### config.mk
export PLATFORM = sky130hd
export DESIGN_NAME = prom_arbiter
export DESIGN_NICKNAME = d
export VERILOG_FILES = /design/src/rtl/gpu_mem_pkg.sv /design/src/rtl/rd_tag_pipe.sv /design/src/rtl/prom_arbiter.sv
export SDC_FILE = /design/constraint.sdc
export NUM_CORES = 1
export LEC_CHECK = 0
export CAP_MARGIN = 40
export CORE_MARGIN = 4
export CORE_UTILIZATION = 30
export CTS_BUF_LIST = sky130_fd_sc_hd__clkbuf_8
export CTS_CLUSTER_DIAMETER = 120
export DETAILED_ROUTE_END_ITERATION = 8
export DONT_BUFFER_PORTS = 1
export PLACE_DENSITY_LB_ADDON = 0.1
export SYNTH_ARGS = -nofsm -noshare
export SYNTH_HDL_FRONTEND = slang
export SYNTH_SLANG_ARGS = --single-unit
### constraint.sdc
create_clock -name clk -period 2.34 [get_ports clk]
set_input_delay 0.468 -clock clk [delete_from_list [all_inputs] [get_ports clk]]
set_output_delay 0.468 -clock clk [all_outputs]
set_load 0.02 [all_outputs]
### src/rtl/gpu_mem_pkg.sv
// Shared pROM access types and default geometry for the GPU memory path.
package gpu_mem_pkg;

    localparam int PROM_ADDR_W = 16;
    localparam int PROM_DATA_W = 8;
    localparam int PROM_LAT    = 2;

    // Wide enough for any burst limit in 1..255.
    localparam int BURST_W     = 8;

    typedef struct packed {
        logic valid;
        logic port;
    } rd_tag_t;

    typedef enum logic {
        PORT0 = 1'b0,
        PORT1 = 1'b1
    } port_e;

endpackage

### src/rtl/rd_tag_pipe.sv
// LAT-deep shift register of read tags. Each entry records whether a read was
// issued and which port issued it. A port 0 flush kills every port 0 entry
// in flight, including the one being loaded. Port 1 entries are left alone.
module rd_tag_pipe
    import gpu_mem_pkg::*;
#(
    parameter int LAT = PROM_LAT
) (
    input  logic    clk,
    input  logic    rst,
    input  rd_tag_t i_tag,
    input  logic    i_flush0,
    output rd_tag_t o_tag
);

    rd_tag_t r_stage [LAT];

    function automatic rd_tag_t flush_mask(input rd_tag_t t, input logic f);
        rd_tag_t m;
        m = t;
        if (f && (t.port == 1'b0)) begin
            m.valid = 1'b0;
        end
        return m;
    endfunction

    // Shift the tags one stage per cycle and drop port 0 entries on a flush.
    always_ff @(posedge clk) begin
        if (rst) begin
            for (int k = 0; k < LAT; k++) begin
                r_stage[k] <= '0;
            end
        end else begin
            r_stage[0] <= flush_mask(i_tag, i_flush0);
            for (int k = 1; k < LAT; k++) begin
                r_stage[k] <= flush_mask(r_stage[k-1], i_flush0);
            end
        end
    end

    assign o_tag = r_stage[LAT-1];

endmodule

### src/rtl/prom_arbiter.sv
// Two-port read arbiter in front of the single-port pROM. Port 0 is the pixel
// stream and port 1 is a secondary fetcher. The arbiter uses round-robin with
// bounded bursts. A tag pipeline steers returned data back to the port that
// issued the read.
module prom_arbiter
    import gpu_mem_pkg::*;
#(
    parameter int ADDR_W = PROM_ADDR_W,
    parameter int DATA_W = PROM_DATA_W,
    parameter int LAT    = PROM_LAT,
    parameter int BURST  = 8
) (
    input  logic              clk,
    input  logic              rst,
    input  logic              i_req0,
    input  logic [ADDR_W-1:0] i_addr0,
    output logic              o_gnt0,
    output logic              o_rvalid0,
    input  logic              i_flush0,
    input  logic              i_req1,
    input  logic [ADDR_W-1:0] i_addr1,
    output logic              o_gnt1,
    output logic              o_rvalid1,
    output logic [DATA_W-1:0] o_rdata,
    output logic              o_prom_ce,
    output logic [ADDR_W-1:0] o_prom_ad,
    input  logic [DATA_W-1:0] i_prom_dout
);

    localparam logic [BURST_W-1:0] BURST_C = BURST_W'(BURST);

    port_e              r_owner;
    port_e              w_owner_nxt;
    logic [BURST_W-1:0] r_burst;
    logic [BURST_W-1:0] w_burst_nxt;
    port_e              w_win;
    logic               w_req0;
    logic               w_gnt0;
    logic               w_gnt1;
    logic               w_gnt_any;
    rd_tag_t            w_tag_in;
    rd_tag_t            w_tag_out;
    logic               w_rv0;
    logic               w_rv1;
    logic [DATA_W-1:0]  r_rdata;

    // Grant decision. A zero burst count means no run is in progress, for
    // example after reset or an idle cycle. In that case a tie goes to the
    // port that is not the owner. With owner=PORT1 out of reset, port 0 wins
    // the first tie.
    always_comb begin
        w_req0 = i_req0 & ~i_flush0;
        w_win  = PORT0;
        w_gnt0 = 1'b0;
        w_gnt1 = 1'b0;
        if (!rst) begin
            if (w_req0 && i_req1) begin
                if ((r_burst != '0) && (r_burst < BURST_C)) begin
                    w_win = r_owner;
                end else begin
                    w_win = (r_owner == PORT0) ? PORT1 : PORT0;
                end
                w_gnt0 = (w_win == PORT0);
                w_gnt1 = (w_win == PORT1);
            end else if (w_req0) begin
                w_win  = PORT0;
                w_gnt0 = 1'b1;
            end else if (i_req1) begin
                w_win  = PORT1;
                w_gnt1 = 1'b1;
            end
        end
    end

    assign w_gnt_any = w_gnt0 | w_gnt1;

    // Ownership and burst bookkeeping for the next cycle.
    always_comb begin
        w_owner_nxt = r_owner;
        w_burst_nxt = '0;
        if (w_gnt_any) begin
            if (w_win == r_owner) begin
                w_burst_nxt = (r_burst >= BURST_C) ? BURST_C : r_burst + 1'b1;
            end else begin
                w_owner_nxt = w_win;
                w_burst_nxt = BURST_W'(1);
            end
        end
    end

    // Ownership state register.
    always_ff @(posedge clk) begin
        if (rst) begin
            r_owner <= PORT1;
            r_burst <= '0;
        end else begin
            r_owner <= w_owner_nxt;
            r_burst <= w_burst_nxt;
        end
    end

    assign o_gnt0    = w_gnt0;
    assign o_gnt1    = w_gnt1;
    assign o_prom_ce = w_gnt_any;
    assign o_prom_ad = w_gnt0 ? i_addr0 : (w_gnt1 ? i_addr1 : '0);

    assign w_tag_in = '{valid: w_gnt_any, port: w_gnt1};

    rd_tag_pipe #(
        .LAT (LAT)
    ) u_tag_pipe (
        .clk      (clk),
        .rst      (rst),
        .i_tag    (w_tag_in),
        .i_flush0 (i_flush0),
        .o_tag    (w_tag_out)
    );

    // A flush in the same cycle also suppresses a port 0 return that is
    // already at the last stage.
    assign w_rv0 = ~rst & w_tag_out.valid & ~w_tag_out.port & ~i_flush0;
    assign w_rv1 = ~rst & w_tag_out.valid &  w_tag_out.port;

    // Keep the last delivered word so o_rdata is stable between returns.
    always_ff @(posedge clk) begin
        if (rst) begin
            r_rdata <= '0;
        end else if (w_rv0 | w_rv1) begin
            r_rdata <= i_prom_dout;
        end
    end

    assign o_rvalid0 = w_rv0;
    assign o_rvalid1 = w_rv1;
    assign o_rdata   = rst ? '0 : ((w_rv0 | w_rv1) ? i_prom_dout : r_rdata);

endmodule

==> impl_metrics.prom <==
# TYPE chip_impl_metric gauge
chip_impl_metric{name="clock_insertion_delay_worst_skew",unit="ps"} 250
chip_impl_info{name="synth_flop_cell",value="sky130_fd_sc_hd__dfxtp_1"} 1
chip_impl_info{name="timing.critical_path.slowest_stage_cell",value="sky130_fd_sc_hd__dfxtp_2"} 1
chip_impl_info{name="hold-path-endpoint",value="u_tag_pipe.r_stage[0][2]"} 1
chip_impl_metric{name="global_route.overflow_total",unit=""} 0
chip_impl_metric{name="r2r_setup_slack",unit="ps"} 620
chip_impl_metric{name="initial_core_utilization",unit="%"} 32.32
chip_impl_metric{name="max_slew_margin",unit="%"} 63.92
chip_impl_metric{name="critical-path-max-stage-delay",unit="ps"} 330
chip_impl_metric{name="drive_above_1_share",unit="%"} 36.29
chip_impl_metric{name="worstMarginPinSlew",unit="ps"} 541.2
chip_impl_metric{name="drt_pass1_iterations",unit=""} 4
chip_impl_metric{name="ff2ff_path_depth",unit=""} 4
chip_impl_metric{name="number_of_global_route_vias_before_repair",unit=""} 906
chip_impl_metric{name="number_of_pins_exceeding_their_max_slew_limit_in_the_final_report",unit=""} 0
chip_impl_metric{name="initial_antenna_violation_count",unit=""} 0
chip_impl_metric{name="p_per_area",unit="nW/um2"} 512.7
chip_impl_metric{name="synth_top_cell_area_share",unit="%"} 37.50
chip_impl_metric{name="report.power.total",unit="mW"} 0.7498
chip_impl_metric{name="floorplan.io_pins",unit=""} 74
chip_impl_metric{name="hold_violations",unit=""} 0
chip_impl_metric{name="setup_ws",unit="ps"} -98.80
chip_impl_metric{name="maximum_number_of_pins_on_one_net_before_global_route_repair",unit=""} 21
chip_impl_metric{name="core",unit="um2"} 3468
chip_impl_metric{name="count_of_yosys_warnings_during_synthesis",unit=""} 0
chip_impl_metric{name="detail_route.wl_per_cell",unit="um"} 17.71
chip_impl_info{name="crit_path_end_kind",value="output port"} 1
chip_impl_metric{name="synth.cell_area",unit="um2"} 1121
chip_impl_metric{name="timing.critical_path.fanout_max",unit=""} 17
chip_impl_metric{name="synth-edff-count",unit=""} 0
chip_impl_metric{name="fin_tns_setup",unit="ps"} -1509
chip_impl_metric{name="syn_to_final_growth",unit="%"} 30.47
chip_impl_metric{name="place.detailed.hpwl",unit="um"} 2118
chip_impl_metric{name="fin_worst_skew",unit="ps"} 4.447
chip_impl_info{name="r2r_start",value="r_burst[7]"} 1
chip_impl_metric{name="cts.reportedPaths.clkPinSlew",unit="ps"} 70
chip_impl_info{name="post_synth_main_area_contributors",value="sky130_fd_sc_hd__dfxtp_1 38%, sky130_fd_sc_hd__mux2i_1 8.0%, sky130_fd_sc_hd__a22o_1 7.0%, sky130_fd_sc_hd__a22o_2 6.3%, sky130_fd_sc_hd__nor2_1 4.0%"} 1
chip_impl_metric{name="async_reset_ff_share",unit="%"} 0
chip_impl_metric{name="die_w",unit="um"} 69.13
chip_impl_metric{name="wl",unit="um"} 3010
chip_impl_info{name="path_class",value="flip-flop to output port"} 1
chip_impl_metric{name="hold-worst-slack",unit="ps"} 279.0
chip_impl_info{name="most_used_standard_cell_by_instance_count_after_synthesis",value="sky130_fd_sc_hd__dfxtp_1"} 1
chip_impl_metric{name="io_buffers",unit=""} 0
chip_impl_metric{name="required",unit="ps"} 1870
chip_impl_metric{name="antenna_viol_nets_final",unit=""} 0
chip_impl_metric{name="via_count",unit=""} 888
chip_impl_metric{name="gp_congestion",unit=""} 0.7463
chip_impl_metric{name="overall_die_area",unit="um2"} 4779
chip_impl_metric{name="n_antenna_cell",unit=""} 0
chip_impl_metric{name="fp.dieH",unit="um"} 69.13
chip_impl_info{name="yosysTopAreaCell",value="sky130_fd_sc_hd__dfxtp_1"} 1
chip_impl_metric{name="critical_path_arrival",unit="ps"} 1970
chip_impl_info{name="failing_checks",value="setup timing"} 1
chip_impl_metric{name="fmaxAchievable",unit="GHz"} 0.4100
chip_impl_metric{name="ir_worst_vdd",unit="mV"} 0.3701
chip_impl_metric{name="post_synth_inst_count",unit=""} 110
chip_impl_metric{name="placed_insts",unit=""} 164
chip_impl_info{name="synth.top_cells.by_count",value="21 x sky130_fd_sc_hd__dfxtp_1, 12 x sky130_fd_sc_hd__nor2_1, 9 x sky130_fd_sc_hd__a22o_1, 9 x sky130_fd_sc_hd__mux2i_1, 7 x sky130_fd_sc_hd__a22o_2"} 1
chip_impl_info{name="clk_root_buffer_cell",value="sky130_fd_sc_hd__clkbuf_8"} 1
chip_impl_metric{name="finalCriticalPeriod",unit="ps"} 2439
chip_impl_metric{name="deepest_level_of_the_cts_h_tree",unit=""} 1
chip_impl_metric{name="clock-sinks",unit=""} 21
chip_impl_info{name="clock_tree_from_tritoncts",value="built"} 1
chip_impl_info{name="unrepaired_setup_endpoints_after_global_routing",value="true"} 1
chip_impl_info{name="critical_path.startpoint_type",value="flip-flop"} 1
chip_impl_metric{name="layout.cells.non_filler",unit=""} 170
chip_impl_metric{name="timing.final.crit_share",unit="%"} 104.2
chip_impl_info{name="path_cells",value="inv_1 > ha_1 > and2b_2 > nor3_4 > a2111oi_4 > buf_12 > a22o_4"} 1
chip_impl_info{name="reg2reg_to",value="r_burst[0]"} 1
chip_impl_metric{name="cap_violations",unit=""} 0
chip_impl_metric{name="cellLeakagePower",unit="nW"} 0.6654
chip_impl_metric{name="synth_seq_area_share",unit="%"} 37.50
chip_impl_metric{name="setup_viol",unit=""} 17
chip_impl_metric{name="grt_first_pass_wirelength",unit="um"} 4871
chip_impl_info{name="worstHoldPathType",value="input pin to flip-flop"} 1
chip_impl_metric{name="min_delay_path_depth",unit=""} 1
chip_impl_metric{name="drc",unit=""} 0
chip_impl_metric{name="nNetsFinal",unit=""} 172
chip_impl_metric{name="post_drt_via_cell_ratio",unit=""} 5.224
chip_impl_metric{name="cts_inserted_buffers",unit=""} 3
chip_impl_metric{name="placementRows",unit=""} 21
chip_impl_metric{name="syn_avg_cell_area",unit="um2"} 10.19
chip_impl_metric{name="clk_path_buf_depth",unit=""} 2
chip_impl_metric{name="synth.distinct_cells",unit=""} 40
chip_impl_info{name="timing.hold.worst.start",value="rst"} 1
chip_impl_metric{name="drt_iter0_markers",unit=""} 22
chip_impl_metric{name="ys_ff_latch",unit=""} 21
chip_impl_info{name="run_status",value="finished, violations left"} 1
chip_impl_metric{name="grt_util_all_layers",unit="%"} 12.38
## where the power goes
group	total, mW	switching [mW]	internal [mW]
logic	0.148	0.0807	0.0675
registers	0.377	0.00741	0.369
clock network	0.225	0.108	0.117
total	0.750	0.196	0.554
## layer usage
layer	track usage, %	routed length (um)	vias up
li1	-	-	442
met1	14.24	1236	420
met4	4.772	74	0
met5	0	0	-
met2	20.66	1567	20
met3	4.651	131	6
## logic make-up (layout without fill, tap and decap cells)
kind of cell | Yosys count | count (layout) | share of synthesized area (%)
other | 1 | 4 | 0.3345
XOR/XNOR | 1 | 1 | 0.7814
buffers and inverters | 12 | 23 | 6.695
AND/OR/NAND/NOR | 28 | 28 | 15.63
multiplexers | 9 | 9 | 8.036
flip-flops | 21 | 21 | 37.50
AO/OA/AOI/OAI | 36 | 36 | 28.80
adder cells (fa/ha/maj) | 2 | 2 | 2.232
## what timing repair did
action / CTS / global route
setup buffers: 1 / 1
pin swaps: 2 / 3
hold endpoints to repair: 0 / 0
resized for setup: 25 / 1
setup endpoints to repair: 17 / 17
hold buffers: 0 / 0
## cells in the final DEF (no fill, tap or decap), drive strengths merged
cell type,n
nor4,1
a21oi,3
or2,1
nand2,2
a41o,1
o31a,1
a211oi,1
ha,2
nor2,13
dfxtp,21
and3,1
a2111oi,4
or2b,1
o21a,1
a32oi,1
a311oi,1
nor4b,1
nor3,2
and2b,1
mux2i,9
inv,7
a31oi,2
conb,4
buf,13
nand2b,2
or3,1
clkbuf,3
o41ai,1
xnor2,1
and3b,1
nor2b,1
o211ai,2
o21ai,2
a22o,16
## state kept, by name, summed over array words and instances, names as in the netlist
signal and flops:
r_burst 8, r_owner 1, r_rdata 8, u_tag_pipe.r_stage 4
## how the worst max path moves through the flow
| stage | start | end | slack, ps |
|---|---|---|---|
| after floorplan | r_burst[0] | o_prom_ad[10] | 20 |
| after global placement | r_burst[0] | o_prom_ad[14] | -110 |
| after detailed placement | r_burst[0] | o_prom_ad[9] | -170 |
| after CTS | r_burst[0] | o_prom_ad[9] | -70 |
| after global routing | r_burst[0] | o_prom_ad[13] | -190 |
| final | r_burst[0] | o_prom_ad[14] | -100 |
## through the flow
step | util, % | cell area [um2] | setup WS (ps)
after floorplan | - | 1139 | 17.60
after global placement | 35.71 | 1239 | -108.2
after detailed placement | 35.71 | 1239 | -174.7
after CTS | 41.92 | 1454 | -72.01
after global routing | 42.17 | 1463 | -193.0
final | 42.17 | 1463 | -98.80
## layout make-up
class,count,area (um2)
clock buffers,3,41.29
clock inverters,1,3.754
well taps,46,57.56
repair buffers,13,126.4
fillers,351,2006
inverters,6,22.52
multi-input cells,80,788.3
flip-flops and latches,21,422.9
## critical path: cells and delay by family, from the launching register on
family	cells	cell delay [ps]
AO/OA/AOI/OAI	2	420
adder cells (fa/ha/maj)	1	190
buffers and inverters	2	220
flip-flops	1	330
AND/OR/NAND/NOR	2	550
(Power assumes the default switching activity.)
